===== src/rtl/branch_predict_unit.sv =====
// rtl/branch_predict_unit.sv - branch target adder, direct-mapped BTB with 2-bit counters, resolve stats
module branch_predict_unit #(
    parameter int ADDR_W  = 32,
    parameter int ENTRIES = 16,
    parameter int IDX_W   = $clog2(ENTRIES),
    parameter int TAG_W   = ADDR_W - IDX_W - 2
) (
    input  logic              clk,
    input  logic              rst,
    input  logic [ADDR_W-1:0] pc,
    output logic              predict_taken,
    output logic [ADDR_W-1:0] predict_target,
    input  logic              upd_valid,
    input  logic [ADDR_W-1:0] upd_pc,
    input  logic [ADDR_W-1:0] upd_pc_plus_4,
    input  logic [ADDR_W-1:0] upd_offset,
    input  logic              upd_taken,
    input  logic              upd_pred_taken,
    input  logic [ADDR_W-1:0] upd_pred_target,
    output logic [ADDR_W-1:0] branch_addr,
    output logic              mispredict,
    output logic [ADDR_W-1:0] redirect_pc,
    output logic [31:0]       branch_cnt,
    output logic [31:0]       mispredict_cnt
);

    logic [ENTRIES-1:0] r_valid;
    logic [TAG_W-1:0]   r_tag    [ENTRIES];
    logic [ADDR_W-1:0]  r_target [ENTRIES];
    logic [1:0]         r_ctr    [ENTRIES];
    logic [31:0]        r_branch_cnt;
    logic [31:0]        r_mispredict_cnt;

    logic [IDX_W-1:0]   w_idx;
    logic [TAG_W-1:0]   w_tag;
    logic               w_hit;
    logic [IDX_W-1:0]   w_upd_idx;
    logic [TAG_W-1:0]   w_upd_tag;
    logic               w_upd_hit;
    logic               w_target_wrong;

    // Byte-offset bits of the PCs and the top two offset bits (shifted out) never matter.
    logic               w_unused_bits;
    assign w_unused_bits = &{1'b0, pc[1:0], upd_pc[1:0], upd_offset[ADDR_W-1:ADDR_W-2]};

    assign w_idx     = pc[IDX_W+1:2];
    assign w_tag     = pc[ADDR_W-1:IDX_W+2];
    assign w_upd_idx = upd_pc[IDX_W+1:2];
    assign w_upd_tag = upd_pc[ADDR_W-1:IDX_W+2];

    // Lookup reads the array as it stood before this edge: no write-through bypass.
    always_comb begin
        w_hit          = r_valid[w_idx] && (r_tag[w_idx] == w_tag);
        predict_taken  = w_hit && r_ctr[w_idx][1];
        predict_target = predict_taken ? r_target[w_idx] : pc + ADDR_W'(4);
    end

    // Resolve path: target arithmetic is free-running, redirect only when the branch is live.
    always_comb begin
        branch_addr    = upd_pc_plus_4 + {upd_offset[ADDR_W-3:0], 2'b00};
        w_target_wrong = upd_pred_target != branch_addr;
        mispredict     = upd_valid && ((upd_taken != upd_pred_taken) ||
                                       (upd_taken && upd_pred_taken && w_target_wrong));
        redirect_pc    = upd_taken ? branch_addr : upd_pc_plus_4;
        w_upd_hit      = r_valid[w_upd_idx] && (r_tag[w_upd_idx] == w_upd_tag);
    end

    // BTB training and stats; reset wipes everything and swallows a concurrent update.
    always_ff @(posedge clk) begin
        if (rst) begin
            r_valid          <= '0;
            r_branch_cnt     <= '0;
            r_mispredict_cnt <= '0;
            for (int i = 0; i < ENTRIES; i++) begin
                r_tag[i]    <= '0;
                r_target[i] <= '0;
                r_ctr[i]    <= 2'b00;
            end
        end else if (upd_valid) begin
            r_branch_cnt <= r_branch_cnt + 32'd1;
            if (mispredict) begin
                r_mispredict_cnt <= r_mispredict_cnt + 32'd1;
            end
            if (w_upd_hit) begin
                if (upd_taken) begin
                    r_target[w_upd_idx] <= branch_addr;
                    if (r_ctr[w_upd_idx] != 2'b11) begin
                        r_ctr[w_upd_idx] <= r_ctr[w_upd_idx] + 2'd1;
                    end
                end else if (r_ctr[w_upd_idx] != 2'b00) begin
                    r_ctr[w_upd_idx] <= r_ctr[w_upd_idx] - 2'd1;
                end
            end else if (upd_taken) begin
                // Taken miss claims the slot outright, evicting any alias.
                r_valid[w_upd_idx]  <= 1'b1;
                r_tag[w_upd_idx]    <= w_upd_tag;
                r_target[w_upd_idx] <= branch_addr;
                r_ctr[w_upd_idx]    <= 2'b10;
            end
        end
    end

    assign branch_cnt     = r_branch_cnt;
    assign mispredict_cnt = r_mispredict_cnt;

endmodule


===== config.mk =====
export PLATFORM = sky130hd
export DESIGN_NAME = branch_predict_unit
export DESIGN_NICKNAME = d
export VERILOG_FILES = /design/src/rtl/branch_predict_unit.sv
export SDC_FILE = /design/constraint.sdc
export NUM_CORES = 2
export LEC_CHECK = 0
export CAP_MARGIN = 10
export CORE_ASPECT_RATIO = 2
export CORE_UTILIZATION = 35
export CTS_BUF_LIST = sky130_fd_sc_hd__clkbuf_8
export CTS_CLUSTER_DIAMETER = 80
export CTS_CLUSTER_SIZE = 10
export DETAILED_ROUTE_END_ITERATION = 6
export PLACE_DENSITY_LB_ADDON = 0.08
export SLEW_MARGIN = 20
export SYNTH_ARGS = -nofsm -noshare
export SYNTH_HDL_FRONTEND = slang
export SYNTH_SLANG_ARGS = --single-unit

===== constraint.sdc =====
create_clock -name clk -period 10.2 [get_ports clk]
set_input_delay 1.53 -clock clk [delete_from_list [all_inputs] [get_ports clk]]
set_output_delay 1.53 -clock clk [all_outputs]
set_load 0.1 [all_outputs]

==> results.py <==
metrics = {
    "power_and_ir_drop": {
        "cellLeakagePower_nw": 20.86,
        "p_switching_mw": 2.915,
        "pwr-share-seq_pct": 52.2,
        "intPower_mw": 6.537,
        "sw_frac_of_total_pct": 30.84,
        "pwr-share-clk_pct": 27.4,
        "ir_worst_vdd_uv": 121.3,
        "power.density_nw_per_um2": 156.0,
        "p_comb_share_pct": 20.4,
    },
    "worst_setup_path": {
        "reg2reg_slack_ns": 4.91,
        "cp-end-kind": "output pin",
        "worstSetupStartpointType": "input pin",
        "worstPathRequired_ns": 8.67,
        "r2r_cells": 11,
        "path_class": "input pin to output pin",
        "cp-startpoint": "pc[2]",
        "arrival_ns": 7.10,
        "r2r-end": "r_tag[6][0]",
        "critPathCapture": "predict_target[2]",
        "r2r-start": "r_tag[4][21]",
        "cp_max_fo": 71,
    },
    "cts": {
        "htree_levels": 3,
        "post_cts_buffers": 0,
        "clk_latency_ns": 0.83,
        "cts.sink_count": 1040,
        "tritoncts": "yes",
        "root_buffer": "clkbuf_8",
        "numCtsBuffers": 114,
        "holdBufCountCts": 0,
        "cts.clk_slew.worst_paths_ns": 0.07,
        "cts_buffer_depth": 3,
        "cts_resized": 0,
    },
    "drt": {
        "via_count": 33850,
        "dr.pass1.iters": 7,
        "via_per_inst": 5.556,
        "wl_mm": 187.9,
        "wire_per_inst_um": 30.84,
        "ant_nets": 0,
        "drt_iter0_drc": 2762,
        "route.detailed.drc": 1,
    },
    "floorplanning": {
        "die_w_um": 278.0,
        "placementRows": 202,
        "io_pins": 327,
        "die_area_sq_um": 154000,
        "coreArea_sq_um": 151400,
        "die_h_um": 553.9,
        "start_util_pct": 35.21,
    },
    "synthesis": {
        "synth_edf_count": 960,
        "async_flop_share_pct": 0,
        "synth_top_area_cell": "edfxtp_1",
        "synth_nets": 4055,
        "syn_area_per_cell_sq_um": 13.82,
        "synthTopCellsByArea": "edfxtp_1, mux4_2, and2_1, nor2_1, dfxtp_1",
        "ys_ff_latch": 1040,
        "ys_warn_count": 0,
        "syn_area_sq_um": 53300,
        "synth_top_cell_area_share_pct": 54.08,
        "synthCells": 3856,
        "yosysUniqueCellTypes": 79,
        "synthFlopType": "edfxtp_1",
        "yosysSeqAreaShare_pct": 57.09,
    },
    "timing": {
        "slew_headroom_pct": 26.31,
        "rsz0062_at_grt": "no",
        "whs_ns": 0.4859,
        "hold_viol": 0,
        "fmax_mhz": 115.8,
        "finalMaxSlewViolations": 0,
        "period_needed_ns": 8.635,
        "skew_ns": 0.03718,
        "worstMarginPinSlew_ns": 1.102,
        "period_share_pct": 84.66,
        "setup_violations": 0,
        "tns_ns": 0,
    },
    "placement": {
        "dp_hpwl_mm": 116.1,
        "detailed_place.area_sq_um": 58750,
        "portBuffers": 322,
        "placed_cells": 5921,
        "globalplace.congestion": 0.8648,
    },
    "global_routing": {
        "grt_pass1_wl_mm": 263.5,
        "antenna_found_initial": 6,
        "grt_max_degree": 74,
        "track_usage_pct": 24.27,
        "grt_overflow_total": 0,
        "grt_pass1_vias": 35530,
    },
    "layout": {
        "final_nets": 4298,
        "drive_above_1_share_pct": 20.30,
        "layout.cells.non_filler": 6092,
        "finalInstanceArea_sq_um": 60580,
        "syn_to_final_growth_pct": 13.65,
        "fillers": 14120,
    },
    "hold_path": {
        "hold_path_class": "flop to flop",
    },
    "status": {
        "status": "finished with violations",
        "failed_checks": "design-rule violations",
    },
    "flow_run": {
        "max-cap-violations": 0,
    },
}
[layout by cell type (no fill, tap or decap), types with 9 or more instances in the layout]
cell type	count
edfxtp_1	960
nor2_1	678
mux4_2	430
and2_1	422
clkdlybuf4s50_1	302
buf_4	142
clkbuf_8	118
nand2_1	106
xnor2_1	102
inv_1	92
a21oi_1	82
dfxtp_1	80
xor2_1	54
nand3_1	54
nand4_1	42
o21ai_0	39
ha_1	33
or2_2	32
mux2_2	27
a21o_1	26
nor2b_1	25
and3_1	25
nand2_2	22
nor3_1	19
o21ai_1	17
nor2b_4	16
or3_1	15
mux2_4	14
o211ai_1	12
o21a_1	11
mux2i_1	9
[layout make-up]
type | count | area (sq um) | share of cell area (%)
repair buffers | 452 | 4194 | 6.923
flip-flops and latches | 1040 | 30430 | 50.23
multi-input cells | 2439 | 21500 | 35.50
diodes | 7 | 17.52 | 0.02891
inverters | 52 | 195.2 | 0.3222
clock buffers | 117 | 1610 | 2.658
clock inverters | 47 | 206.4 | 0.3408
well taps | 1938 | 2425 | 4.003
[synthesized netlist by cell type (all sizes together), types with 5 or more instances]
master / instances
a211oi: 8
a21o: 26
a21oi: 83
and2: 422
and3: 25
and4: 5
buf: 87
clkbuf: 238
dfxtp: 80
edfxtp: 960
ha: 33
inv: 52
mux2: 44
mux2i: 9
mux4: 430
nand2: 130
nand3: 58
nand4: 43
nor2: 678
nor2b: 41
nor3: 20
nor3b: 9
nor4: 6
o2111ai: 5
o211ai: 12
o21a: 11
o21ai: 56
o311ai: 9
o31ai: 6
o41ai: 7
or2: 34
or3: 15
or4: 9
xnor2: 104
xor2: 58
[worst min path at each step]
| stage | slack [ns] | depth (start not counted) | from | end |
|---|---|---|---|---|
| final | 0.49 | 1 | r_valid[4] | r_valid[4] |
| after global routing | 0.50 | 1 | r_valid[6] | r_valid[6] |
| after CTS | 0.49 | 1 | r_valid[4] | r_valid[4] |
| after detailed placement | 0.47 | 1 | r_valid[4] | r_valid[4] |
| after global placement | 0.46 | 1 | r_valid[2] | r_valid[2] |
| after floorplan | 0.44 | 1 | r_valid[2] | r_valid[2] |
[per-stage QoR]
step                worst slack [ns]  util, %  total power, mW
global route                   1.261    40.01            9.773
floorplan                      1.752        -            6.268
detailed placement             1.537    38.80            6.979
finish                         1.565    40.02            9.453
CTS                            1.489    40.00            9.565
global placement               1.521    38.80            6.968
[kinds of logic after synthesis]
logic type / count (synthesis) / share of synthesized area [%]
flip-flops: 1040 / 57.09
AND/OR/NAND/NOR: 1506 / 13.86
buffers and inverters: 377 / 3.002
adder cells (fa/ha/maj): 34 / 0.8122
multiplexers: 483 / 19.37
AO/OA/AOI/OAI: 254 / 3.134
XOR/XNOR: 162 / 2.739
[sequential cells by signal, summed over array words and instances, names as in the netlist]
register / cells
branch_cnt: 32
mispredict_cnt: 32
r_ctr: 32
r_tag: 416
r_target: 512
r_valid: 16
[worst max-delay path: stages]
cell and delay [ns]:
buf_8 0.68, buf_12 0.37, mux4_2 0.58, mux4_2 0.59, xnor2_1 0.41, nand4_1 0.15, nor2_1 0.13, nand4_1 0.11
or4_4 0.79, a21oi_1 0.33, clkdlybuf4s50_1 1.21
[power groups by stage]
stage | combinational [mW] | clock [mW] | sequential (mW)
2_1_floorplan | 1.26 | 0 | 5.01
3_3_place_gp | 1.95 | 0 | 5.02
3_5_place_dp | 1.95 | 0 | 5.03
4_1_cts | 1.95 | 2.68 | 4.94
5_1_grt | 2.01 | 2.80 | 4.96
6_report | 1.93 | 2.59 | 4.93
[routing by layer]
layer	vias to the layer above	share of wire [%]	track usage (%)
met5	-	0.0069	0
met4	2	3.4	8.245
met3	266	5.0	3.375
met2	1121	55	46.02
met1	17710	37	27.44
li1	14750	-	-
No activity file was read; power rests on OpenSTA's default activity.
